--- src/rtl/door_warn_pkg.sv ---
// Shared definitions for the door_warn_monitor slice: per-channel state
// encoding and the counter width helper.
package door_warn_pkg;

    localparam int STATE_W = 3;

    typedef enum logic [STATE_W-1:0] {
        CLOSED    = 3'd0,
        DEBOUNCE  = 3'd1,
        OPEN_WAIT = 3'd2,
        WARN      = 3'd3,
        MUTED     = 3'd4
    } chan_state_t;

    // Width able to hold the larger of the two count limits.
    function automatic int cnt_width(input int a, input int b);
        int m;
        m = (a > b) ? a : b;
        return $clog2(m + 1);
    endfunction

endpackage

--- src/rtl/door_warn_channel.sv ---
// One door channel: open debounce, hold-open delay, warning, mute and
// close debounce. Publishes the next-state warning bit for registering
// at the top level.
// Optional build macro: DOOR_WARN_STICKY_EN (warning survives closing,
// only an acknowledge leaves WARN).
module door_warn_channel
    import door_warn_pkg::*;
#(
    parameter int DEBOUNCE_CYCLES = 4,
    parameter int WARN_DELAY      = 100
) (
    input  logic clock,
    input  logic reset,
    input  logic door_open,
    input  logic warn_ack,
    output logic warn_next
);

    localparam int CW = cnt_width(DEBOUNCE_CYCLES, WARN_DELAY);
    localparam logic [CW-1:0] DB_LAST = CW'(DEBOUNCE_CYCLES - 1);
    localparam logic [CW-1:0] WD_LAST = CW'(WARN_DELAY - 1);

    chan_state_t   state, state_n;
    logic [CW-1:0] cnt, cnt_n;
    logic [CW-1:0] cnt_close;
    logic          close_done;

    // Close debounce shared by WARN and MUTED: count consecutive low samples.
    always_comb begin
        cnt_close  = door_open ? '0 : cnt + 1'b1;
        close_done = !door_open && (cnt == DB_LAST);
    end

    // Next-state and counter update.
    always_comb begin
        state_n = state;
        cnt_n   = cnt;
        case (state)
            CLOSED: begin
                if (door_open) begin
                    state_n = DEBOUNCE;
                    cnt_n   = CW'(1);
                end else begin
                    cnt_n = '0;
                end
            end
            DEBOUNCE: begin
                if (!door_open) begin
                    state_n = CLOSED;
                    cnt_n   = '0;
                end else if (cnt == DB_LAST) begin
                    state_n = OPEN_WAIT;
                    cnt_n   = '0;
                end else begin
                    cnt_n = cnt + 1'b1;
                end
            end
            OPEN_WAIT: begin
                if (!door_open) begin
                    state_n = CLOSED;
                    cnt_n   = '0;
                end else if (cnt == WD_LAST) begin
                    state_n = WARN;
                    cnt_n   = '0;
                end else begin
                    cnt_n = cnt + 1'b1;
                end
            end
            WARN: begin
`ifdef DOOR_WARN_STICKY_EN
                cnt_n = '0;
                if (warn_ack) begin
                    state_n = door_open ? MUTED : CLOSED;
                end
`else
                // A completed close wins over a same-edge acknowledge.
                if (close_done) begin
                    state_n = CLOSED;
                    cnt_n   = '0;
                end else begin
                    cnt_n = cnt_close;
                    if (warn_ack) begin
                        state_n = MUTED;
                    end
                end
`endif
            end
            MUTED: begin
                if (close_done) begin
                    state_n = CLOSED;
                    cnt_n   = '0;
                end else begin
                    cnt_n = cnt_close;
                end
            end
            default: begin
                state_n = CLOSED;
                cnt_n   = '0;
            end
        endcase
    end

    // State and counter registers.
    always_ff @(posedge clock or posedge reset) begin
        if (reset) begin
            state <= CLOSED;
            cnt   <= '0;
        end else begin
            state <= state_n;
            cnt   <= cnt_n;
        end
    end

    assign warn_next = (state_n == WARN);

endmodule

--- src/rtl/door_warn_monitor.sv ---
// Multi-door open warning monitor: NUM_DOORS independent channels plus
// registered per-door warnings, aggregate warning and active-warning count.
// Optional build macro: DOOR_WARN_STICKY_EN (passed through to channels).
module door_warn_monitor
    import door_warn_pkg::*;
#(
    parameter int NUM_DOORS       = 4,
    parameter int DEBOUNCE_CYCLES = 4,
    parameter int WARN_DELAY      = 100
) (
    input  logic                           clock,
    input  logic                           reset,
    input  logic [NUM_DOORS-1:0]           door_open,
    input  logic [NUM_DOORS-1:0]           warn_ack,
    output logic [NUM_DOORS-1:0]           warn_door_open,
    output logic                           warn_any,
    output logic [$clog2(NUM_DOORS+1)-1:0] warn_count
);

    localparam int CNTW = $clog2(NUM_DOORS + 1);

    logic [NUM_DOORS-1:0] warn_next;
    logic [CNTW-1:0]      count_next;

    for (genvar g = 0; g < NUM_DOORS; g++) begin : g_chan
        door_warn_channel #(
            .DEBOUNCE_CYCLES (DEBOUNCE_CYCLES),
            .WARN_DELAY      (WARN_DELAY)
        ) u_chan (
            .clock     (clock),
            .reset     (reset),
            .door_open (door_open[g]),
            .warn_ack  (warn_ack[g]),
            .warn_next (warn_next[g])
        );
    end

    // Population count of next-state warnings.
    always_comb begin
        count_next = '0;
        for (int unsigned i = 0; i < NUM_DOORS; i++) begin
            count_next = count_next + CNTW'(warn_next[i]);
        end
    end

    // Output registers, all updated on the same edge as the channel states.
    always_ff @(posedge clock or posedge reset) begin
        if (reset) begin
            warn_door_open <= '0;
            warn_any       <= 1'b0;
            warn_count     <= '0;
        end else begin
            warn_door_open <= warn_next;
            warn_any       <= |warn_next;
            warn_count     <= count_next;
        end
    end

endmodule

--- config.mk ---
export PLATFORM = sky130hd
export DESIGN_NAME = door_warn_monitor
export DESIGN_NICKNAME = d
export VERILOG_FILES = /design/src/rtl/door_warn_pkg.sv /design/src/rtl/door_warn_channel.sv /design/src/rtl/door_warn_monitor.sv
export SDC_FILE = /design/constraint.sdc
export NUM_CORES = 1
export LEC_CHECK = 0
export BUFFER_PORTS_ARGS = -buffer_cell sky130_fd_sc_hd__buf_2
export CELL_PAD_IN_SITES_DETAIL_PLACEMENT = 0
export CELL_PAD_IN_SITES_GLOBAL_PLACEMENT = 1
export CORE_MARGIN = 2
export CORE_UTILIZATION = 51
export DETAILED_ROUTE_END_ITERATION = 8
export GPL_TIMING_DRIVEN = 0
export PLACE_DENSITY = 0.94
export REMOVE_ABC_BUFFERS = 1
export SYNTH_ARGS = -nofsm -noshare
export SYNTH_HDL_FRONTEND = slang
export SYNTH_SLANG_ARGS = --single-unit
--- constraint.sdc ---
create_clock -name clock -period 4.2 [get_ports clock]
set_clock_uncertainty 0.1 [all_clocks]
set_input_delay 0.84 -clock clock [delete_from_list [all_inputs] [get_ports clock]]
set_output_delay 0.84 -clock clock [all_outputs]
set_load 0.05 [all_outputs]
==> results of run 1 <==
==> cell type report <==
class | instances | area [µm²]
Multi-Input combinational cell | 216 | 1430
Clock buffer | 5 | 68.8
Timing Repair Buffer | 18 | 105
Clock inverter | 3 | 42.5
Inverter | 6 | 22.5
Fill cell | 471 | 2150
Sequential cell | 48 | 1200
Tap cell | 70 | 87.6
==> stage by stage <==
step	worst slack [ns]	total power [µW]	util [%]	hold WS, ns
floorplan	1.33	693	-	0.336
global placement	1.20	738	55.4	0.365
detailed placement	1.16	744	55.8	0.377
CTS	1.16	1080	57.9	0.390
global route	1.01	1130	57.9	0.421
finish	1.17	1060	57.9	0.390
==> routing by layer <==
layer | GRT usage (%) | share of wire [%] | up-vias
li1 | - | - | 1010
met1 | 23.3 | 49 | 942
met2 | 28.2 | 47 | 42
met3 | 2.71 | 3.6 | 4
met4 | 4.36 | 0.63 | 0
met5 | 0 | 0 | -
==> critical path, stage by stage (launching register included) <==
cell and delay, ns:
dfrtp_1 0.43, ha_1 0.26, nor4b_4 0.16, and2_4 0.17, or3_4 0.39, a221oi_4 0.31
and2_1 0.21, fa_1 0.40, ha_1 0.21, ha_1 0.27
==> state kept, by name, summed over array words and instances (netlist names) <==
signal	count
warn_any	1
warn_door_open	4
g_chan.u_chan.state	12
warn_count	3
g_chan.u_chan.cnt	28
==> Yosys cell counts, types with 2 or more instances <==
cell type,instances,area (µm²)
nand2b_1,9,56.3
a22oi_1,2,15.0
inv_1,6,22.5
a21o_1,3,22.5
dfrtp_1,48,1200
nand3b_1,2,15.0
nor3_1,2,10.0
nor4b_4,4,95.1
nand2_1,29,109
ha_1,7,87.6
o22a_1,3,26.3
a21oi_1,13,65.1
clkbuf_1,6,22.5
nand3_1,17,85.1
nor2b_1,7,43.8
and2_1,5,31.3
and3_1,4,25.0
o21ai_0,8,40.0
a311oi_1,2,17.5
a31oi_1,4,25.0
nor2_1,41,154
xor2_1,10,87.6
a2111oi_2,2,30.0
o21bai_1,3,22.5
o21a_1,3,22.5
xnor2_1,12,105
==> report_power, final <==
group          switching, µW  total [µW]  internal [µW]
Combinational            113         198           84.4
Clock                    152         328            176
Sequential              42.5         537            495
==> cells in the final DEF, fill, tap and decap left out, drive strengths merged, types with 2 or more instances in the layout <==
master / netlist / routed
dfrtp: 48 / 48
nor2: 41 / 41
nand2: 30 / 30
buf: 3 / 18
nand3: 17 / 17
a21oi: 13 / 13
xnor2: 12 / 12
xor2: 10 / 10
nand2b: 9 / 9
o21ai: 8 / 8
nor2b: 7 / 7
ha: 7 / 7
and2: 7 / 7
inv: 6 / 6
clkbuf: 6 / 5
and3: 5 / 5
nor4b: 4 / 4
a31oi: 4 / 4
o22a: 3 / 3
a21o: 3 / 3
o21bai: 3 / 3
o21a: 3 / 3
nor3: 2 / 2
nand3b: 2 / 2
a2111oi: 2 / 2
a311oi: 2 / 2
a22oi: 2 / 2
==> worst max path at each step <==
stage | endpoint | startpoint | depth (start not counted) | slack [ns]
2_1_floorplan | warn_count[1] | g_chan[0].u_chan.cnt[0] | 9 | 1.33
3_3_place_gp | warn_count[1] | g_chan[0].u_chan.cnt[0] | 9 | 1.20
3_5_place_dp | warn_count[1] | g_chan[0].u_chan.cnt[0] | 9 | 1.16
4_1_cts | warn_count[1] | g_chan[0].u_chan.cnt[0] | 9 | 1.16
5_1_grt | warn_count[1] | g_chan[3].u_chan.cnt[0] | 8 | 1.01
6_report | warn_count[1] | g_chan[0].u_chan.cnt[0] | 9 | 1.17
==> cell families after synthesis <==
kind of cell,Yosys count
fa+ha+maj,8
flops,48
compound gates,56
simple gates,130
buf+inv,15
xor+xnor,22
==> key figures, run 1 <==
Logic synthesis
  • Post-Synth Adder-Cell Area: 3.98%
  • EDFF count, synth: 0
  • Simple-Gate Fraction of Synth Area: between 20% and 30%
  • Synth Warn #: 0
  • Prevailing post-synth register cell: dfrtp_1
  • Synth Instances: 279
  • Xor/xnor cell area share of the yosys netlist: 7.13%
  • Async S/R FF share, synth: 100%
  • Mux cell area share after synthesis: 0%
  • Register bit count reported by yosys: 48
  • Post-synthesis sequential area ratio: 44.5%
  • Mean area per synthesized cell: between 9 and 10 µm²
  • Synth Cell Area: between 0.002 and 0.003 mm²
  • Netlist cell types: 53
  • Combinational family with the most area after synthesis: simple AND/OR/NAND/NOR gates
  • Post-synthesis compound-gate area fraction: 15.8%

Global routing
  • Gr usage total: 17.0%
  • Initial antenna violation count: 0
  • First-pass GRT wire length: roughly 8400 µm
  • Largest net degree at the start of global routing: 36
  • Vias in the first global route: 1929
  • Grt ovf: 0

Setup path
  • CP Launch Type: register
  • R2R Path Start: g_chan[0].u_chan.cnt[0]
  • Crit end category: register
  • Worst Path Arrival: 3.11 ns
  • Crit Path Class: reg -> reg
  • R2R setup slack: 1.17 ns
  • Peak fanout along the critical path: 6
  • RR Endpoint: warn_count[1]
  • Reg2reg path depth: 9
  • CP Data Required Time: 4.28 ns

Drt
  • Post-route DRC violation count: 0
  • Post-route ant nets: 0
  • Vias post-DR: between 1500 and 2000
  • Router iterations before antenna repair: 4
  • DRT iter0 DRCs: around 110
  • DR WL/cell: 12.6 µm
  • Total Wirelength: ~4600 µm
  • Routed vias/inst: 5.46

STA
  • RSZ-0062 raised after global routing: false
  • Minimum clock period after layout: approximately 3.0 ns
  • Final hold violations: 0
  • Setup TNS: 0 ns
  • Pins Over Slew Limit: 0
  • Fin crit share: 72.1%
  • Relative slew slack: 68.6%
  • Endpoints failing setup: 0
  • Worst-Margin Slew: between 0.4 and 0.5 ns
  • FMAX: 330 MHz

Hold path
  • Hold Path Sink: g_chan[3].u_chan.cnt[0]
  • Hold_sp: g_chan[3].u_chan.cnt[0]
  • Min-delay worst type: reg -> reg
  • WHS Path Cells: 1

Layout
  • Share of cells above drive strength 1: around 14%
  • Net count, final: roughly 310
  • Final Non-Filler Cells: around 370
  • N_diodes: 0
  • Fin area: slightly below 0.003 mm²
  • Area Overhead vs Synth: 9.54%

Placed design
  • Post-Place Cell Area: 0.00285 mm²
  • Gp weighted congestion: 0.794
  • HPWL after DPL: 3340 µm
  • Placed cells: ~360
  • Port buffer count: 17

Clock network
  • CTS resizes: 0
  • Clock Pin Slew Worst Setup and Hold Paths: 0.09 ns
  • Clock Path Buffers: 2
  • # hold bufs at CTS: 0
  • CTS tree: done
  • Clock Latency Late Sink: 0.29 ns
  • Sinks on Clock Net: 48
  • Post-CTS setup buffer count: 0
  • Root buf cell: clkbuf_8
  • TritonCTS Buffers: 5
  • H-tree depth: 2

Outcome
  • Status: completed

Floorplanning
  • Die width: 76.8 µm
  • Starting Density: 52.9%
  • Die ar.: ~0.0059 mm²
  • Core area: 0.00511 mm²
  • Cell Rows: 26
  • I/O pin cnt: 18
  • Die Y: 76.8 µm

Run
  • MaxCap Viol Count: 0

Pwr
  • Leakage: 0.00130 µW
  • Maximum vdd drop: 0.153 mV
  • Power Dens Cells: around 360 mW/mm²
Note: power is estimated with default switching activity, not from simulation.
==> run 2, diff against run 1 <==
Settings changed: CORE_UTILIZATION 51 to 42, PLACE_DENSITY 0.94 to 0.84.
Clock period 4.2 ns to 2.6 ns, I/O delays scaled along.
==> run 2 against run 1 <==
  * The flow now finishes with violations (negative setup slack)
  * Total power rose by 61%
  * Flip-flop and latch count did not move
  * Combinational power rose by 84%
  * Register-to-register slack got worse by 1.3 ns
  * Cell count rose by 5.7%
  * Via count rose by 2.3%
  * Utilization fell by 8.1 points
  * Final area rose by 5.8%
  * Wire length rose by 8.6%
  * Critical path depth did not move
  * Largest cell class unchanged
  * Largest power group unchanged
  * Highest routed layer unchanged
==> key figures, run 2 (same netlist as run 1, synthesis figures left out) <==
Drt
  • Routed vias/inst: 5.28 (-3.3%)
  • DR WL/cell: 13.0 µm (+2.7%)
  • Router iterations before antenna repair: 4 (unchanged)
  • Routed length on met2: 2390 µm (+11%)
  • Vias post-DR: 2043 (+2.3%)
  • DRT iter0 DRCs: 84 (-21%)
  • WL met1: 2410 µm (+6.5%)
  • Detail Route met3 WL: 161 µm (-4.2%)
  • DR top layer: met4
  • Post-route ant nets: 0 (unchanged)
  • Total Wirelength: 5020 µm (+8.6%)
  • Post-route DRC violation count: 0 (unchanged)

Pwr
  • Power Dens Cells: 545 mW/mm² (+52%)
  • Leakage: 0.00136 µW (+4.9%)
  • Maximum vdd drop: 0.282 mV (+85%)

Outcome
  • Status: complete, but fails checks
  • Failing checks: negative setup slack

STA
  • Relative slew slack: 72.8% (+4.2 points)
  • Min setup slack post-route: -0.153 ns (-1.32 ns)
  • FMAX: 363 MHz (+10%)
  • Minimum clock period after layout: 2.75 ns (-0.276 ns)
  • Endpoints failing setup: 3 (+3)
  • RSZ-0062 raised after global routing: true
  • Fin crit share: 106% (+34 points)
  • Worst-Margin Slew: 0.406 ns (-0.0604 ns)
  • Final hold violations: 0 (unchanged)
  • Hold slack final: 0.0470 ns (-0.343 ns)
  • Pins Over Slew Limit: 0 (unchanged)

Layout
  • Max FFs per register: 28 (unchanged)
  • Leading cell type in the layout, fill and taps excluded: dfrtp_1
  • Commonest non-fill, non-tap cells in the layout: dfrtp_1, nor2_1, nand2_1
  • N_diodes: 0 (unchanged)
  • Share of cells above drive strength 1: 21.6% (+7.4 points)
  • Largest regs: g_chan.u_chan.cnt x28, g_chan.u_chan.state x12, warn_door_open x4
  • Multi-input gate area: 0.00150 mm² (+5.0%)
  • Net count, final: 327 (+4.5%)
  • Area Overhead vs Synth: 15.9%
  • FF/Latch Area: 0.00120 mm² (unchanged)
  • Fillers: 607 (+29%)
  • Largest Register: g_chan.u_chan.cnt

Global routing
  • Vias in the first global route: 1935 (+0.31%)
  • Largest net degree at the start of global routing: 38 (+5.6%)
  • Initial antenna violation count: 0 (unchanged)
  • Gr usage total: 15.1% (-1.9 points)
  • Grt ovf: 0 (unchanged)
  • First-pass GRT wire length: 8840 µm (+5.5%)

Floorplanning
  • Die width: 84.2 µm (+9.7%)
  • Cell Rows: 29 (+12%)
  • Die Y: 84.2 µm (+9.7%)
  • Starting Density: 43.0% (-9.9 points)
  • Die ar.: 0.00709 mm² (+20%)
  • Core area: 0.00628 mm² (+23%)
  • I/O pin cnt: 18 (unchanged)

Clock network
  • Clock Pin Slew Worst Setup and Hold Paths: 0.09 ns (about the same)
  • Clock Latency Late Sink: 0.30 ns (about the same)
  • Clock Path Buffers: 2 (unchanged)
  • Sinks on Clock Net: 48 (unchanged)
  • Root buf cell: clkbuf_8
  • TritonCTS Buffers: 5 (unchanged)
  • CTS tree: done
  • H-tree depth: 2 (unchanged)

Setup path
  • CP Launch Type: register
  • CP Data Required Time: 2.75 ns (-1.53 ns)
  • Worst Path Arrival: 2.90 ns (-0.21 ns)
  • Crit end category: register
  • Peak fanout along the critical path: 3 (-3)
  • Crit Path Class: reg -> reg

Placed design
  • Worst slack at placement: -0.420 ns (-1.58 ns)
  • HPWL after DPL: 3430 µm (+2.7%)
  • Port buffer count: 17 (unchanged)
  • Gp weighted congestion: 0.833 (+5.0%)

Run
  • MaxCap Viol Count: 0 (unchanged)

Hold path
  • Min-delay worst type: in -> async
## run 2: area by class of cell
| cell class | instances | share of cell area [%] |
|---|---|---|
| Tap cell | 77 | 3.08 |
| Clock buffer | 6 | 2.64 |
| Inverter | 6 | 0.719 |
| Multi-Input combinational cell | 216 | 48.0 |
| Timing Repair Buffer | 32 | 6.71 |
| Sequential cell | 48 | 38.4 |
| Clock inverter | 2 | 0.480 |
## run 2: path summary, 6_finish.rpt
path | start | endpoint | slack, ns | depth (start not counted)
setup / recovery | g_chan[0].u_chan.cnt[0] | warn_count[1] | -0.15 | 9
hold / removal | reset | g_chan[0].u_chan.cnt[1] | 0.05 | 2
setup reg to reg | g_chan[0].u_chan.cnt[0] | warn_count[1] | -0.15 | 9
hold reg to reg | g_chan[3].u_chan.state[2] | g_chan[3].u_chan.state[1] | 0.47 | 1
max in group asynchronous | reset | g_chan[2].u_chan.state[0] | 1.88 | 3
min in group clock | warn_ack[1] | g_chan[1].u_chan.state[2] | 0.38 | 3
## run 2: stage by stage
| stage | power [µW] | util [%] | cell area [µm²] | cells | TNS (ns) |
|---|---|---|---|---|---|
| floorplan | 1120 | - | 2660 | 270 | -0.537 |
| global placement | 1200 | 45.2 | 2840 | 364 | -0.905 |
| detailed placement | 1210 | 45.5 | 2860 | 365 | -0.993 |
| CTS | 1720 | 48.9 | 3070 | 383 | -0.357 |
| global route | 1820 | 49.9 | 3130 | 387 | -0.589 |
| finish | 1710 | 49.9 | 3130 | 387 | -0.268 |
## run 2: worst max-delay path, stage by stage, from the launching register on
cell      delay, ns
dfrtp_1        0.40
ha_2           0.19
nor4b_4        0.13
and2_4         0.14
or3_4          0.38
a221oi_4       0.33
and2_4         0.20
fa_1           0.39
ha_2           0.20
ha_4           0.25
## run 2: report_power, final
part / total [µW] / internal [µW] / switching (µW)
clock: 472 / 216 / 256
sequential: 871 / 800 / 71.0
combinational: 365 / 167 / 198
total: 1710 / 1180 / 525
## run 2: layer usage
layer	GRT usage, %	vias to the layer above
li1	-	1034
met5	0	-
met4	4.55	0
met3	3.54	6
met2	24.5	30
met1	20.2	973
## run 2: what timing repair did
action                                 4_1_cts  5_1_grt
gates resized for setup                      8        6
hold buffers                                 0        0
endpoints found under the hold margin        0        0
setup endpoints to repair                    3        3
pin swaps                                   11       10
buffers inserted                            10        4
